--- src/rtl/barrel_shifter_pipe.sv ---
// rtl/barrel_shifter_pipe.sv - pipelined barrel shifter, one shift-amount bit per registered stage
module barrel_shifter_pipe #(
    parameter int WIDTH = 8,
    parameter int SH_W  = $clog2(WIDTH)
) (
    input  logic             clk,
    input  logic             rst,
    input  logic             in_valid,
    output logic             in_ready,
    input  logic [WIDTH-1:0] in_data,
    input  logic [SH_W-1:0]  in_shamt,
    input  logic             in_dir,
    input  logic             in_rotate,
    input  logic             in_sra,
    input  logic             in_fill,
    output logic             out_valid,
    input  logic             out_ready,
    output logic [WIDTH-1:0] out_data,
    output logic             busy
);

    logic [SH_W-1:0] valid;
    logic [SH_W-1:0] adv;
    logic [SH_W-1:0] en;

    function automatic logic [WIDTH-1:0] shift_by(
        input logic [WIDTH-1:0] d,
        input int               s,
        input logic             dir,
        input logic             rot,
        input logic             vac
    );
        logic [WIDTH-1:0] r;
        int               idx;
        r = '0;
        for (int i = 0; i < WIDTH; i++) begin
            if (!dir) begin
                idx  = (i - s + WIDTH) % WIDTH;
                r[i] = (i >= s || rot) ? d[idx[SH_W-1:0]] : vac;
            end else begin
                idx  = (i + s) % WIDTH;
                r[i] = (i + s < WIDTH || rot) ? d[idx[SH_W-1:0]] : vac;
            end
        end
        return r;
    endfunction

    // A full run of stages can only move if a bubble exists above it or the sink takes a beat;
    // computing it this way avoids a combinational chain through adv itself.
    always_comb begin
        logic full_above;
        adv = '0;
        for (int k = 0; k < SH_W; k++) begin
            full_above = 1'b1;
            for (int j = k + 1; j < SH_W; j++) begin
                full_above = full_above & valid[j];
            end
            adv[k] = valid[k] & (out_ready | ~full_above);
        end
    end

    assign en       = ~valid | adv;
    assign in_ready = en[0];

    for (genvar k = 0; k < SH_W; k++) begin : g_stage
        localparam int              SHIFT = 1 << (SH_W - 1 - k);
        localparam logic [SH_W-1:0] BIT   = SH_W'(1) << (SH_W - 1 - k);

        logic             src_valid;
        logic [WIDTH-1:0] src_data;
        logic [SH_W-1:0]  src_shamt;
        logic             src_dir;
        logic             src_rot;
        logic             src_sra;
        logic             src_fill;
        logic             src_sign;
        logic             vac;
        logic             valid_q;
        logic [WIDTH-1:0] data_q;

        if (k == 0) begin : g_first
            assign src_valid = in_valid;
            assign src_data  = in_data;
            assign src_shamt = in_shamt;
            assign src_dir   = in_dir;
            assign src_rot   = in_rotate;
            assign src_sra   = in_sra;
            assign src_fill  = in_fill;
            assign src_sign  = in_data[WIDTH-1];
        end else begin : g_next
            assign src_valid = g_stage[k-1].valid_q;
            assign src_data  = g_stage[k-1].data_q;
            assign src_shamt = g_stage[k-1].g_carry.shamt_q;
            assign src_dir   = g_stage[k-1].g_carry.dir_q;
            assign src_rot   = g_stage[k-1].g_carry.rot_q;
            assign src_sra   = g_stage[k-1].g_carry.sra_q;
            assign src_fill  = g_stage[k-1].g_carry.fill_q;
            assign src_sign  = g_stage[k-1].g_carry.sign_q;
        end

        // Arithmetic fill uses the sign of the original operand, carried alongside the data.
        assign vac = (src_sra && src_dir) ? src_sign : src_fill;

        always_ff @(posedge clk or posedge rst) begin
            if (rst) begin
                valid_q <= 1'b0;
                data_q  <= '0;
            end else if (en[k]) begin
                valid_q <= src_valid;
                if (src_valid) begin
                    data_q <= |(src_shamt & BIT) ? shift_by(src_data, SHIFT, src_dir, src_rot, vac)
                                                 : src_data;
                end
            end
        end

        if (k < SH_W - 1) begin : g_carry
            logic [SH_W-1:0] shamt_q;
            logic            dir_q;
            logic            rot_q;
            logic            sra_q;
            logic            fill_q;
            logic            sign_q;

            always_ff @(posedge clk or posedge rst) begin
                if (rst) begin
                    shamt_q <= '0;
                    dir_q   <= 1'b0;
                    rot_q   <= 1'b0;
                    sra_q   <= 1'b0;
                    fill_q  <= 1'b0;
                    sign_q  <= 1'b0;
                end else if (en[k] && src_valid) begin
                    shamt_q <= src_shamt & ~BIT;
                    dir_q   <= src_dir;
                    rot_q   <= src_rot;
                    sra_q   <= src_sra;
                    fill_q  <= src_fill;
                    sign_q  <= src_sign;
                end
            end
        end

        assign valid[k] = valid_q;
    end

    assign out_valid = valid[SH_W-1];
    assign out_data  = g_stage[SH_W-1].data_q;
    assign busy      = |valid;

endmodule

--- config.mk ---
export PLATFORM = sky130hd
export DESIGN_NAME = barrel_shifter_pipe
export DESIGN_NICKNAME = d
export VERILOG_FILES = /design/src/rtl/barrel_shifter_pipe.sv
export SDC_FILE = /design/constraint.sdc
export NUM_CORES = 1
export LEC_CHECK = 0
export ABC_AREA = 1
export BUFFER_PORTS_ARGS = -buffer_cell sky130_fd_sc_hd__buf_2
export CAP_MARGIN = 20
export CORE_MARGIN = 2
export CORE_UTILIZATION = 61
export DETAILED_ROUTE_END_ITERATION = 12
export MAX_ROUTING_LAYER = met4
export PLACE_DENSITY_LB_ADDON = 0.2
export SYNTH_ARGS = -nofsm -noshare
export SYNTH_HDL_FRONTEND = slang
export SYNTH_SLANG_ARGS = --single-unit
--- constraint.sdc ---
create_clock -name clk -period 2.52 [get_ports clk]
set_clock_uncertainty 0.05 [all_clocks]
set_input_delay 0.126 -clock clk [delete_from_list [all_inputs] [get_ports clk]]
set_output_delay 0.126 -clock clk [all_outputs]
set_load 0.01 [all_outputs]
Word level (Yosys, flattened, before mapping)
Cells that the tools add are included.

Register bits after elaboration: 40. Bits of input ports: 19. Output and inout bits: 11. Word-level logic and storage cells: 81.

Muxes and demuxes: 44. Bitwise gates (word level): 10. Reduce and logical (&&, ||, !) cells: 9.

Operators with widths (count): two-way mux 1 bit (41); two-way mux 8 bit (3); AND reduction 2 bit (3); logical AND 1 bit (5); bitwise AND 1 bit (4); inverter 3 bit (1); OR 3 bit (1); OR reduction 3 bit (1); inverter 1 bit (2); OR 1 bit (2).

Longest topological paths before layout
Gate-level depths: netlist of run 1.

Depth in word-level cells: 6. Depth in mapped cells: 9. Gate-level depth less buffers: 8.

Worst setup path after synthesis of run 1
OpenSTA, ideal clock, no wires.

Path kind: register to register. Start point: register g_stage[2].valid_q, in the netlist out_valid. End point: register g_stage[0].g_carry.shamt_q[1]. Library setup time: 120 ps. Arrival: 1009 ps. Required time: 2350 ps. Slack: 1341 ps. Cell stages (with the launch flop): 8. Buffers on the path: 1. Period minus slack after synthesis: 1179 ps. Cells stage by stage: dfrtp_1 nand3_2 inv_2 nand2_4 nand2_8 buf_12 nor2_1 a21oi_2.

Longest elaborated chain between the ends: 6.

Ends and longest elaborated chain: from (decl) (line 78) `logic valid_q;`; from (signal assigned) (line 109) `valid_q <= src_valid;`; bitwise AND 1 bit (line 56) `full_above = full_above & valid[j];`; inverter 1 bit (line 58) `adv[k] = valid[k] & (out_ready | ~full_above);`; OR 1 bit (line 58); bitwise AND 1 bit (line 58); OR 3 bit (line 62) `assign en = ~valid | adv;`; via in_ready (line 9) `output logic in_ready,`; logical AND 1 bit (line 133) `end else if (en[k] && src_valid) begin`; to (signal assigned) (line 134) `shamt_q <= src_shamt & ~BIT;`; to (decl) (line 118) `logic [SH_W-1:0] shamt_q;`.

The timed path passes the listed nets, and every way through them passes these cells. A chain may end at the register's enable or synchronous reset.

Final worst setup path of run 1
Start point: register g_stage[2].valid_q, in the netlist out_valid. End point: output port in_ready.

Longest elaborated chain between the ends: 5.

Ends and longest elaborated chain (line): bitwise AND 1 bit (56); inverter 1 bit (58); OR 1 bit (58); bitwise AND 1 bit (58); OR 3 bit (62); to (decl) (9).

Every way passes these cells.

==> results.cfg, run 1 <==
[run_status]
outcome = finished clean

[die]
io_pins = 30
die-area_um2 = 4000
die_w_um = 63.3
coreArea_um2 = 3360
rows = 21
initial_core_util_pct = 63.7
die_height_um = 63.3

[final_layout]
diodes = 0
drive_gt1_share_pct = 14.7
fin_util_pct = 70.7
final_nets = 337
fin_cells = 365
syn2layout_area_growth_pct = 11.0

[sta]
min_period_ns = 1.35
tightestPinTransition_ns = 0.482
fin_setup_tns_ns = 0
slew_viol_final = 0
slew_headroom_pct = 67.9
rsz0062_at_grt = no
hold_viol = 0
whs_ns = 0.0228
setup_viol = 0
fmax_ghz = 0.743
min_period_over_period_pct = 53.4

[setup_path]
rr_worst_depth = 4
r2r_end = g_stage[1].data_q[3]
r2r_start = g_stage[0].g_carry.shamt_q[1]
worstSetupPathType = flop to output port
crit_fanout = 4
cp.required_ns = 2.34
cp_data_arrival_time_ns = 1.17
endpoint_kind = output port
start_kind = flop
r2r_slack_ns = 1.20

[yosys]
syn_area_um2 = 2140
synth_seq_cells = 40
synthFlopType = dfrtp_1
syn_nets = 303
synth_top_area_share_pct = 46.7
synth_top_area_cell = dfrtp_1
ys_warn_count = 0
synth.yosys.seq_area_share_pct = 46.7
yosysUniqueCellTypes = 21
synth_area_per_cell_um2 = 7.54
async_flop_share_pct = 100
synthCells = 284
synth_edf_count = 0
synthTopCellsByArea = dfrtp_1 47%, a21oi_1 14%, nand2_1 12%

[job]
max_cap_viol_count = 0

[hold_path]
holdPathStages = 4
min_path_type = input port to flop
min_to = g_stage[1].valid_q
min_from = out_ready

[grt]
antenna_found_initial = 0
grt_max_degree = 41
grt_pass1_wl_um = 7770
grt_pass1_vias = 1820
overflow = 0
grtUsageTotal_pct = 24.9

[clock_network]
h-tree-depth = 2
cts.sinks = 40
clockBufferDepth = 2
insertion_delay_ns = 0.34
clockRootBuffer = clkbuf_4
postCtsSetupRepairBufs = 0
path_clk_slew_ns = 0.10
cts_tree = built
cts_buffers = 5

[route]
first_pass_iters = 4
drc = 0
drt-initial-drc-count = 108
wirelength_um = 4260
ant_nets = 0
vias = 1881
viasPerCell = 5.15
routedWlPerCell_um = 11.7

[power]
ir_drop_mv = 0.466
p_leak_uw = 0.00120
power_density_nw_per_um2 = 826

[placement]
port_buffers = 29
dp.cells = 351
place_congestion = 0.961
dpl.hpwl_um = 3130
routing by layer:
metal	vias up	GRT usage, %	share of wire (%)
li1	979	-	-
met1	857	28.7	45
met2	41	44.8	51
met3	4	5.00	3.7
met4	0	5.98	0.99
met5	-	-	0
cell usage after synthesis (3+ instances only):
library cell / n
nand3_1: 5
a21oi_1: 58
a21oi_2: 3
buf_2: 4
nor2_1: 44
inv_1: 26
buf_6: 3
nand2_1: 69
o21ai_1: 3
o21ai_0: 15
dfrtp_1: 40
registers in the layout, summed over array words and instances, names as in the netlist:
signal / cells
g_stage.g_carry.sign_q: 2
out_valid: 1
g_stage.valid_q: 2
g_stage.g_carry.sra_q: 2
g_stage.g_carry.rot_q: 2
g_stage.data_q: 16
g_stage.g_carry.fill_q: 2
g_stage.g_carry.shamt_q: 3
out_data: 8
g_stage.g_carry.dir_q: 2
power by group:
part	switching [µW]	internal, µW	total (µW)
clock network	192	138	330
logic	394	256	650
registers	158	825	983
total	744	1220	1960
stage by stage:
| step | power [µW] | instance area (µm²) | setup WS (ns) |
|---|---|---|---|
| final | 1960 | 2380 | 1.17 |
| after global routing | 2130 | 2380 | 1.04 |
| after CTS | 1980 | 2380 | 1.16 |
| after detailed placement | 1640 | 2260 | 1.24 |
| after global placement | 1620 | 2260 | 1.28 |
| after floorplan | 1460 | 2140 | 1.34 |
layout make-up:
type                    instances  area, µm²
flip-flops and latches         40       1000
inverters                      29        109
well taps                      46       57.6
multi-input cells             205        931
repair buffers                 37        220
clock buffers                   8       58.8
fillers                       329        986
logic make-up (layout without fill, tap and decap cells):
logic type	after synthesis	count (layout)	share of synthesized area, %
and+or+nand+nor	124	124	23.8
AOI/OAI and AO/OA	81	81	19.7
DFF	40	40	46.7
buffers and inverters	39	74	9.81
critical path, cell delays in order, from the launching register on:
cell and delay, ns:
dfrtp_1 0.41, nand3_2 0.12, inv_2 0.08, nand2_4 0.07
buf_2 0.15
cells in the final DEF, fill, tap and decap left out, drive strengths merged:
cell	netlist	final
nor2	46	46
o21ai	18	18
clkbuf	0	8
nand2	72	72
dlygate4sd3	0	6
o211ai	2	2
dfrtp	40	40
inv	27	27
a21oi	61	61
nand3	6	6
clkinv	2	2
buf	10	31
worst max path at each step:
stage | from | to | slack (ns) | depth (start not counted)
floorplan | out_valid | g_stage[0].g_carry.shamt_q[1] | 1.34 | 7
global placement | g_stage[0].g_carry.shamt_q[1] | g_stage[1].data_q[3] | 1.28 | 4
detailed placement | g_stage[0].g_carry.shamt_q[1] | g_stage[1].data_q[3] | 1.24 | 4
CTS | out_valid | in_ready | 1.16 | 4
global route | g_stage[0].g_carry.shamt_q[1] | g_stage[1].data_q[3] | 1.04 | 4
finish | out_valid | in_ready | 1.17 | 4
what timing repair did:
action / in CTS / in global routing
hold buffers: 6 / 0
endpoints found under the hold margin: 45 / 0
gates resized for setup: 0 / 0
Note: power is estimated with default switching activity, not from simulation.
==> run 2, diff against run 1 <==
Settings changed: CORE_UTILIZATION 61 to 57.
Clock period 2.52 ns to 1.32 ns, I/O delays scaled along.
==> results.cfg, run 2 (synthesis results as in run 1) <==
[setup_path]
crit_path_start = g_stage[1].valid_q
r2r_end = g_stage[1].data_q[0]
cpMaxStageDelayCell = dfrtp_1
crit_fanout = 4
r2r_slack_ns = 0.07
rr_worst_depth = 5
path_cells = nand3_2 -> nand2_2 -> clkinvlp_2 -> nor2_1 -> a21oi_1
crit_path_end = g_stage[1].data_q[0]
cp_top_family = flip-flops
worst-path-stages = 5
endpoint_kind = flop
worstSetupPathType = flop to flop
crit_buf_inv = 1
r2r_start = g_stage[1].valid_q
cp_data_arrival_time_ns = 1.37
cp.required_ns = 1.44
cp_slowest_stage_delay_ns = 0.42
start_kind = flop

[route]
vias = 1916
wirelength_um = 4380
ant_nets = 0
first_pass_iters = 4
viasPerCell = 5.11
drc = 0
drt-initial-drc-count = 101
routedWlPerCell_um = 11.7

[sta]
slew_headroom_pct = 67.4
min_period_ns = 1.25
whs_ns = 0.0386
setup_viol = 0
tightestPinTransition_ns = 0.490
min_period_over_period_pct = 94.9
rsz0062_at_grt = yes
slew_viol_final = 0
hold_viol = 0
fin_ws_ns = 0.0679
fmax_ghz = 0.799

[final_layout]
n_fill_cell = 334
fin_util_pct = 69.1
drive_gt1_share_pct = 18.7
diodes = 0
fin_cells = 375
largest_register = g_stage.data_q
final-seq-area_um2 = 1000
final_nets = 345
syn2layout_area_growth_pct = 17.2
largest_reg_flops = 16
final_common_cell = nand2_1
mostFrequentLayoutCells = 68 x nand2_1, 58 x a21oi_1, 42 x nor2_1
multi_input_comb_area_um2 = 943

[die]
die_height_um = 65.3
io_pins = 30
rows = 22
initial_core_util_pct = 59.0
die-area_um2 = 4260
die_w_um = 65.3
coreArea_um2 = 3630

[grt]
grt_pass1_vias = 1836
overflow = 0
antenna_found_initial = 0
grt_pass1_wl_um = 7850
grt_max_degree = 41
grtUsageTotal_pct = 24.0

[placement]
dp.cells = 359
port_buffers = 29
place_worst_setup_slack_ns = 0.106
dpl.hpwl_um = 3080
place_congestion = 0.905

[power]
p_total_uw = 4180
switching_share_pct = 35.6
netSwitchingPower_uw = 1490
p_comb_share_pct = 32.4
power.internal_uw = 2690
p_seq_share_pct = 44.4
p_leak_uw = 0.00125
ir_drop_mv = 0.727
power_density_nw_per_um2 = 1670
clkPwrFrac_pct = 23.2

[clock_network]
h-tree-depth = 2
cts_tree = built
cts_buffers = 5
clockRootBuffer = clkbuf_8
insertion_delay_ns = 0.28
cts.sinks = 40
path_clk_slew_ns = 0.08
clockBufferDepth = 2

[hold_path]
min_path_type = input port to flop

[job]
max_cap_viol_count = 0

[run_status]
outcome = finished clean
-- run 2: changes by cell type in the layout (fill, tap and decap cells not counted), sizes merged --
cell,previous run,this run
buf,31,38
bufinv,0,1
clkbuf,8,6
clkinvlp,0,3
inv,27,26
-- run 2: layout make-up --
| cell class | count | share of cell area [%] |
|---|---|---|
| repair inverters | 1 | 0.199 |
| well taps | 48 | 2.39 |
| clock buffers | 6 | 2.89 |
| multi-input cells | 205 | 37.6 |
| flip-flops and latches | 40 | 39.9 |
| inverters | 29 | 4.64 |
| repair buffers | 44 | 11.0 |
| clock inverters | 2 | 1.40 |
-- run 2: power groups by stage --
stage,sequential [µW],clock (µW),combinational [µW]
2_1_floorplan,1870,0,922
3_3_place_gp,1860,0,1280
3_5_place_dp,1880,0,1310
4_1_cts,1860,988,1330
5_1_grt,1900,1050,1570
6_report,1860,969,1350
-- run 2: worst min path at each step --
stage | endpoint | startpoint | depth (start not counted)
after floorplan | g_stage[0].g_carry.rot_q | in_rotate | 2
after global placement | g_stage[1].g_carry.fill_q | rst | 3
after detailed placement | out_data[0] | rst | 3
after CTS | g_stage[1].valid_q | out_ready | 4
after global routing | g_stage[0].g_carry.sra_q | in_valid | 3
final | g_stage[1].valid_q | out_ready | 4
-- run 2: per-stage QoR --
step	TNS, ns	instance area [µm²]
2_1_floorplan	0	2140
3_3_place_gp	0	2310
3_5_place_dp	0	2310
4_1_cts	0	2470
5_1_grt	-0.0247	2510
6_report	0	2510
-- run 2: tightest hold or removal path, delay by kind of cell --
| kind | cells | cell delay (ns) |
|---|---|---|
| buf+inv | 2 | 0.12 |
| simple gates | 2 | 0.15 |
-- run 2: timing repair --
action                     in CTS  in global routing
hold buffers                    6                  0
gates resized for setup         0                  7
buffers inserted                0                  1
hold endpoints to repair       45                  0
setup endpoints to repair       0                  8
-- run 2: metal layers --
layer	global-route usage, %	part of all wire [%]
met2	42.0	51
met3	3.08	2.9
met4	6.25	0.84
met1	29.5	45
met5	-	0
==> run 3, diff against run 2 <==
Settings changed: REMOVE_ABC_BUFFERS set to 1.
==> results.cfg, run 3 (synthesis results as in run 1) <==
[final_layout]
drive_gt1_share_pct = 18.9
syn2layout_area_growth_pct = 16.6
diodes = 0
final_common_cell = nand2_1
largest_register = g_stage.data_q
final_nets = 347
mostFrequentLayoutCells = 67 x nand2_1, 58 x a21oi_1, 43 x nor2_1
largest_reg_flops = 16

[setup_path]
rr_worst_depth = 5
start_kind = flop
worst-path-stages = 4
cp.required_ns = 1.20
cpMaxStageDelayCell = dfrtp_1
worstSetupPathType = flop to output port
cp_top_family = flip-flops
crit_buf_inv = 2
path_cells = nand3_2 -> inv_2 -> nand2_4 -> buf_2
endpoint_kind = output port
crit_fanout = 5
cp_data_arrival_time_ns = 1.18
cp_slowest_stage_delay_ns = 0.40

[die]
die_height_um = 65.3
die_w_um = 65.3
rows = 22
die-area_um2 = 4260
initial_core_util_pct = 59.0
coreArea_um2 = 3630
io_pins = 30

[clock_network]
path_clk_slew_ns = 0.08
clockRootBuffer = clkbuf_8
h-tree-depth = 2
cts_buffers = 5
insertion_delay_ns = 0.29
clockBufferDepth = 2
cts_tree = built
cts.sinks = 40

[route]
drt-initial-drc-count = 50
viasPerCell = 5.27
wirelength_um = 4680
routedWlPerCell_um = 12.4
vias = 1981
drc = 0
first_pass_iters = 4
ant_nets = 0

[sta]
rsz0062_at_grt = yes
slew_viol_final = 0
min_period_ns = 1.29
tightestPinTransition_ns = 0.494
fin_setup_tns_ns = 0
setup_viol = 0
fmax_ghz = 0.774
fin_ws_ns = 0.0285
min_period_over_period_pct = 97.8
slew_headroom_pct = 67.1
hold_viol = 0

[hold_path]
min_path_type = input port to flop
holdPathStages = 4

[grt]
grtUsageTotal_pct = 24.8
antenna_found_initial = 0
overflow = 0
grt_pass1_wl_um = 7890
grt_max_degree = 41
grt_pass1_vias = 1788

[power]
power_density_nw_per_um2 = 1600
ir_drop_mv = 0.809
p_leak_uw = 0.00124
p_total_uw = 3990

[placement]
place_congestion = 0.820
dpl.hpwl_um = 3010
place_worst_setup_slack_ns = 0.0639
port_buffers = 29

[job]
max_cap_viol_count = 0

[run_status]
outcome = finished clean
==> run 3: cell types whose count changed in the layout (fill, tap and decap cells not counted), sizes merged <==
cell / delta
buf: +1
bufinv: -1
nand2: +1
==> run 3: per-stage QoR <==
stage	instances	area, µm²	utilization (%)	hold WS [ns]
6_report	376	2500	68.7	0.0181
3_3_place_gp	357	2290	63.1	0.160
2_1_floorplan	274	2040	-	0.149
4_1_cts	370	2430	66.8	0.00677
3_5_place_dp	357	2290	63.1	0.162
5_1_grt	376	2500	68.7	0.0441
==> run 3: power by group <==
part / leakage [µW] / total (µW) / switching, µW / internal, µW
registers: 0.000466 / 1860 / 277 / 1580
clock network: 0.0000410 / 762 / 402 / 359
logic: 0.000737 / 1370 / 819 / 555
==> run 3: area by class of cell <==
cell class | instances | area (µm²)
timing repair inverter | 1 | 7.51
clock inverter | 1 | 5.00
clock buffer | 6 | 72.6
timing repair buffer | 45 | 280
sequential | 40 | 1000
inverter | 29 | 116
multi-input combinational | 206 | 955
fill | 338 | 1140
tap | 48 | 60.1
==> run 3: layer usage <==
metal  up-vias  wire (µm)  track usage, %  part of all wire (%)
met5         -          0               -                     0
met4         0        111            8.07                   2.4
met3        13        158            5.14                   3.4
met2        47       2400            42.1                    51
met1       922       2010            29.8                    43
li1        999          -               -                     -
==> run 3: final timing paths <==
path,slack (ns),from,endpoint
min reg2reg,0.44,g_stage[1].g_carry.sign_q,g_stage[1].g_carry.sign_q
max in group asynchronous,0.48,rst,g_stage[0].data_q[4]
min in group asynchronous,0.39,rst,g_stage[1].valid_q
min,0.02,out_ready,g_stage[1].valid_q
max,0.03,out_valid,in_ready
max reg2reg,0.05,out_valid,g_stage[1].data_q[3]
==> run 3: what timing repair did <==
item                       4_1_cts  5_1_grt
setup buffers                    0        4
setup endpoints to repair        0       23
resized for setup                0        7
hold endpoints to repair        45        0
hold buffers                     6        0
==> run 3: worst min-delay path, delay by kind of cell <==
kind / cells / cell delay [ns]
and+or+nand+nor: 2 / 0.14
buffers and inverters: 2 / 0.12
